$ cat src/rtl/btb_update_ctrl.sv
// -----------------------------------------------------------------------------
// btb_update_ctrl
//
// Write-side controller for the branch target buffer. Resolved taken
// branches/jumps from EX are buffered in a small FIFO and drained into the
// BTB write port one entry at a time. Each write is a single-cycle burst with
// all four BTB strobes raised together. While fetch is using the BTB read
// side, writes are deferred so LRU reads are not disturbed. A starvation
// limit bounds how long a write can be held off.
// -----------------------------------------------------------------------------
module btb_update_ctrl #(
  parameter int DEPTH    = 4,  // FIFO entries, power of 2, >= 2
  parameter int MAX_WAIT = 8,  // deferred cycles before a write is forced, >= 1
  parameter int s_offset = 2   // BTB line offset bits
) (
  input  logic                        clk,
  input  logic                        rst,
  input  logic                        ex_valid,
  input  logic                        ex_taken,
  input  logic [31:0]                 ex_pc,
  input  logic [31:0]                 ex_target,
  output logic                        ex_ready,
  input  logic                        fetch_busy,
  output logic [31:0]                 btb_addr_w,
  output logic [8*(2**s_offset)-1:0]  btb_wdata,
  output logic                        btb_load_tag,
  output logic                        btb_load_data,
  output logic                        btb_set_valid,
  output logic                        btb_set_lru,
  output logic [15:0]                 update_cnt
);

  localparam int WDATA_W = 8 * (2 ** s_offset);
  localparam int PTR_W   = $clog2(DEPTH);
  localparam int CNT_W   = PTR_W + 1;
  localparam int WAIT_W  = $clog2(MAX_WAIT + 1);

  localparam logic [CNT_W-1:0]  DEPTH_C    = CNT_W'(DEPTH);
  localparam logic [CNT_W-1:0]  CNT_ONE    = CNT_W'(1);
  localparam logic [PTR_W-1:0]  PTR_ONE    = PTR_W'(1);
  localparam logic [WAIT_W-1:0] WAIT_ONE   = WAIT_W'(1);
  localparam logic [WAIT_W-1:0] MAX_WAIT_C = WAIT_W'(MAX_WAIT);

  typedef enum logic [1:0] {
    ST_IDLE  = 2'd0,
    ST_WAIT  = 2'd1,
    ST_WRITE = 2'd2
  } state_t;

  // ---------------------------------------------------------------------------
  // FIFO storage and bookkeeping
  // ---------------------------------------------------------------------------
  logic [31:0]       pc_mem  [DEPTH];
  logic [31:0]       tgt_mem [DEPTH];
  logic [PTR_W-1:0]  wr_ptr;
  logic [PTR_W-1:0]  rd_ptr;
  logic [CNT_W-1:0]  count;

  state_t            state;
  state_t            state_next;
  logic [WAIT_W-1:0] wait_cnt;
  logic [WAIT_W-1:0] wait_next;

  logic              push;
  logic              pop;
  logic              fifo_empty;
  logic [31:0]       head_pc;
  logic [31:0]       head_target;
  logic [WDATA_W-1:0] head_data;
  logic              write_strobe;

  // A full FIFO refuses entries; a pop in the same cycle does not help,
  // since readiness depends on the registered count alone.
  assign ex_ready   = (count < DEPTH_C);
  assign fifo_empty = (count == '0);
  assign push       = ex_valid & ex_taken & ex_ready;
  assign pop        = (state == ST_WRITE);

  assign head_pc     = pc_mem[rd_ptr];
  assign head_target = tgt_mem[rd_ptr];

  // Fit the 32-bit target into the BTB data word (zero-extend when wider).
  generate
    if (WDATA_W > 32) begin : g_wdata_ext
      assign head_data = {{(WDATA_W - 32){1'b0}}, head_target};
    end else if (WDATA_W == 32) begin : g_wdata_eq
      assign head_data = head_target;
    end else begin : g_wdata_trunc
      assign head_data = head_target[WDATA_W-1:0];
    end
  endgenerate

  // Capture a pushed entry into the slot at the write pointer.
  // NOTE: the storage array has no reset; count gates every read of it, so
  // stale contents are never observable and the array maps onto plain RAM.
  always_ff @(posedge clk) begin
    if (push) begin
      pc_mem[wr_ptr]  <= ex_pc;
      tgt_mem[wr_ptr] <= ex_target;
    end
  end

  // Advance pointers and occupancy on push/pop; both on one edge keeps count.
  // NOTE: sequential state uses non-blocking assignments so every register
  // samples the pre-edge values, independent of statement order.
  always_ff @(posedge clk or negedge rst) begin
    if (!rst) begin
      wr_ptr <= '0;
      rd_ptr <= '0;
      count  <= '0;
    end else begin
      if (push) begin
        wr_ptr <= wr_ptr + PTR_ONE;
      end
      if (pop) begin
        rd_ptr <= rd_ptr + PTR_ONE;
      end
      case ({push, pop})
        2'b10:   count <= count + CNT_ONE;
        2'b01:   count <= count - CNT_ONE;
        default: count <= count;
      endcase
    end
  end

  // Count completed BTB writes; wraps at 16 bits.
  always_ff @(posedge clk or negedge rst) begin
    if (!rst) begin
      update_cnt <= '0;
    end else if (pop) begin
      update_cnt <= update_cnt + 16'd1;
    end
  end

  // ---------------------------------------------------------------------------
  // Write scheduler FSM
  // ---------------------------------------------------------------------------

  // State and deferral-counter registers.
  always_ff @(posedge clk or negedge rst) begin
    if (!rst) begin
      state    <= ST_IDLE;
      wait_cnt <= '0;
    end else begin
      state    <= state_next;
      wait_cnt <= wait_next;
    end
  end

  // Next-state logic: defer while fetch is busy, but never past MAX_WAIT.
  // NOTE: every variable gets a default at the top of the block so no path
  // leaves it unassigned, which would otherwise infer a latch.
  always_comb begin
    state_next = state;
    wait_next  = wait_cnt;
    case (state)
      ST_IDLE: begin
        if (!fifo_empty) begin
          if (fetch_busy) begin
            state_next = ST_WAIT;
            wait_next  = WAIT_ONE;
          end else begin
            state_next = ST_WRITE;
          end
        end
      end
      ST_WAIT: begin
        if (!fetch_busy || (wait_cnt == MAX_WAIT_C)) begin
          state_next = ST_WRITE;
        end else begin
          wait_next = wait_cnt + WAIT_ONE;
        end
      end
      ST_WRITE: begin
        state_next = ST_IDLE;
        wait_next  = '0;
      end
      default: begin
        state_next = ST_IDLE;
        wait_next  = '0;
      end
    endcase
  end

  // Outputs: strobes only in WRITE; address/data always present the head.
  always_comb begin
    write_strobe = (state == ST_WRITE);
    btb_addr_w   = '0;
    btb_wdata    = '0;
    if (!fifo_empty) begin
      btb_addr_w = head_pc;
      btb_wdata  = head_data;
    end
  end

  assign btb_load_tag  = write_strobe;
  assign btb_load_data = write_strobe;
  assign btb_set_valid = write_strobe;
  assign btb_set_lru   = write_strobe;

endmodule

$ cat config.mk
export PLATFORM = sky130hd
export DESIGN_NAME = btb_update_ctrl
export DESIGN_NICKNAME = d
export VERILOG_FILES = /design/src/rtl/btb_update_ctrl.sv
export SDC_FILE = /design/constraint.sdc
export NUM_CORES = 1
export LEC_CHECK = 0
export BUFFER_PORTS_ARGS = -buffer_cell sky130_fd_sc_hd__buf_2
export CAP_MARGIN = 20
export CORE_ASPECT_RATIO = 1.2
export CORE_MARGIN = 1.5
export CORE_UTILIZATION = 55
export CTS_CLUSTER_DIAMETER = 60
export DETAILED_ROUTE_END_ITERATION = 10
export PLACE_DENSITY = 0.77
export SYNTH_ARGS = -nofsm -noshare
export SYNTH_HDL_FRONTEND = slang
export SYNTH_SLANG_ARGS = --single-unit
$ cat constraint.sdc
create_clock -name clk -period 8.2 [get_ports clk]
set_input_delay 0.41 -clock clk [delete_from_list [all_inputs] [get_ports clk]]
set_output_delay 0.41 -clock clk [all_outputs]
set_load 0.05 [all_outputs]
==> results.ini <==
[clock_network]
clk_latency_ps = 520
root_buffer = clkbuf_16
htreeDepth = 1
cts_tree = yes
clk_pin_slew_ps = 60
cts_buffer_depth = 3
clock-sinks = 285
numCtsBuffers = 28

[logic_synthesis]
synth_top_area_share_pct = 68.81
synth_cell_types = 37
yosys-top-cells-count = edfxtp_1 (256), and2_1 (68), mux4_2 (64)
synthArstFlopShare_pct = 10.18
yosys.area_share.simple_pct = 6.037
synth_seq_cells = 285
ys_seq_area_share_pct = 75.31
synth-xor-area-share_pct = 1.646
netlist_area_um2 = 11170
synth_top_cells_by_area = edfxtp_1 (69%), mux4_2 (13%), dfrtp_1 (6.5%), and2_1 (3.8%), xnor2_1 (1.0%)
synth_top_family_by_area = multiplexers
yosys.area.top_type = edfxtp_1
synthCells = 546
synthAdderAreaFrac_pct = 1.075
yosys_warnings = 0
synth_compound_area_share_pct = 0.7168
yosysMostFrequentCell = edfxtp_1
avgSynthCellArea_um2 = 20.46
ys.flop_type = edfxtp_1
synth_edf_count = 256
synth_nets = 624
synthMuxAreaShare_pct = 13.10

[timing]
skew_ps = 16.28
slew_viol_final = 0
rsz0062_at_grt = false
fin_crit_ps = 3468
min_period_over_period_pct = 42.29
final.setup.tns_ps = 0
slew_headroom_pct = 32.24
whs_ps = 96.70
setup_viol = 0
finalHoldViolCount = 0
worst_pin_slew_ps = 1016
max_freq_ghz = 0.2884

[setup_path]
end_kind = output port
crit_type = flip-flop to output port
r2r_end = count[2]$_DFFE_PN0P_
cp.arrival_ps = 3060
reg2reg_depth = 7
crit_fanout = 45
start_kind = flip-flop
required_ps = 7790
reg2reg_slack_ps = 5850
rr_startpoint = state[1]$_DFFE_PN0P_

[layout]
drive_above_1_share_pct = 38.21
nNetsFinal = 782
final_util_pct = 65.79
area_delta_synth_final_pct = 16.35
fin_area_um2 = 13000

[grt]
grt_pass1_vias = 5872
grt_pass1_wl_mm = 31.54
track_usage_pct = 19.22
antenna_found_initial = 3
grt-ovfl-total = 0
grt_max_degree = 68

[worst_hold_path]
whs_path_depth = 1
min_to = pc_mem[0][25]$_DFFE_PP_
min_path_type = input port to flip-flop
hold_path.startpoint = ex_pc[25]

[detailed_routing]
drtAntennaViolNets = 0
num_vias = 5502
via_per_inst = 5.563
wire_per_inst_um = 20.04
firstDrtPassIters = 4
drc = 0
wl_mm = 19.82
drt_iter0_drc = 286

[floorplan]
die_w_um = 133.1
dieArea_um2 = 21180
ios = 154
start_util_pct = 56.54
rows = 56
dieHeight_um = 159.1
core_area_um2 = 19760

[place]
io_buffers = 153
hpwl_mm = 11.48
place_area_um2 = 12100
place_congestion = 0.7369

[pwr]
power.leakage_nw = 4.667
power_per_cell_area_nw_per_um2 = 386.9
irDropWorstVdd_v = 0.0003144

[job]
drv_cap = 0

[outcome]
status = completed

==> per-stage QoR <==
step,instances,total power [mW],setup slack [ps]
5_1_grt,988,5.252,4458
3_3_place_gp,934,3.859,5153
4_1_cts,986,5.091,4596
2_1_floorplan,546,3.489,5075
6_report,989,5.029,4732
3_5_place_dp,934,3.891,5161
==> sequential cells by signal (all words and copies together) (netlist names) <==
signal,count
pc_mem,128
state,2
wait_cnt,4
wr_ptr,2
count,3
rd_ptr,2
tgt_mem,128
update_cnt,16
==> cell type report <==
class	count	area, um^2
tap	261	326.6
clock buffer	34	764.5
clock inverter	17	113.9
multi-input combinational	221	2532
fill	1379	6760
sequential	285	8418
inverter	12	45.04
antenna	3	7.507
timing repair buffer	156	790.8
==> cell families after synthesis <==
kind of cell / count (synthesis)
adder cells (fa/ha/maj): 9
AND/OR/NAND/NOR: 112
multiplexers: 66
AO/OA/AOI/OAI: 13
XOR/XNOR: 21
buffers and inverters: 40
flip-flops: 285
==> metal layers <==
layer | vias to the layer above | routed length, um | global-route usage [%]
li1 | 2463 | - | -
met1 | 2817 | 8029 | 24.45
met2 | 181 | 10220 | 33.52
met3 | 39 | 1087 | 3.789
met4 | 2 | 465 | 6.176
met5 | - | 13 | 0
==> placed cells by master (no fill, tap or decap), types with 5 or more instances in the layout <==
master / Yosys / layout
edfxtp_1: 256 / 256
buf_2: 6 / 153
mux4_2: 64 / 64
and2_1: 68 / 64
clkbuf_16: 0 / 29
dfrtp_1: 29 / 27
xnor2_1: 13 / 13
inv_1: 12 / 12
nand2_1: 12 / 12
nor2_1: 9 / 9
xor2_1: 8 / 8
ha_1: 8 / 8
clkinv_2: 0 / 8
nand3_1: 6 / 6
o21ai_0: 5 / 5
clkinv_1: 0 / 5
==> critical path, cell delays in order (launching register included) <==
cell and delay, ps:
dfrtp_4 700, buf_4 760, mux4_2 620, and2_1 170, buf_2 210
==> worst max-delay path by stage <==
stage / from / to / slack (ps) / depth (start not counted)
after floorplan: count[2]$_DFFE_PN0P_ / pc_mem[0][0]$_DFFE_PP_ / 5080 / 4
after global placement: rd_ptr[0]$_DFFE_PN0P_ / btb_wdata[0] / 5150 / 4
after detailed placement: rd_ptr[0]$_DFFE_PN0P_ / btb_wdata[0] / 5160 / 4
after CTS: rd_ptr[0]$_DFFE_PN0P_ / btb_wdata[0] / 4600 / 4
after global routing: rd_ptr[0]$_DFFE_PN0P_ / btb_wdata[0] / 4460 / 4
final: rd_ptr[0]$_DFFE_PN0P_ / btb_wdata[0] / 4730 / 4
==> repair_timing <==
action / in CTS / in global routing
hold buffers: 1 / 0
resized for setup: 0 / 0
setup buffers: 0 / 0
endpoints found under the hold margin: 29 / 0
==> report_power, final <==
| group | total, mW | internal (mW) | switching, mW |
|---|---|---|---|
| Clock | 1.19 | 0.693 | 0.499 |
| Sequential | 1.81 | 1.72 | 0.0888 |
| Combinational | 2.02 | 0.635 | 1.39 |
| Total | 5.03 | 3.05 | 1.98 |
(Power assumes the default switching activity.)
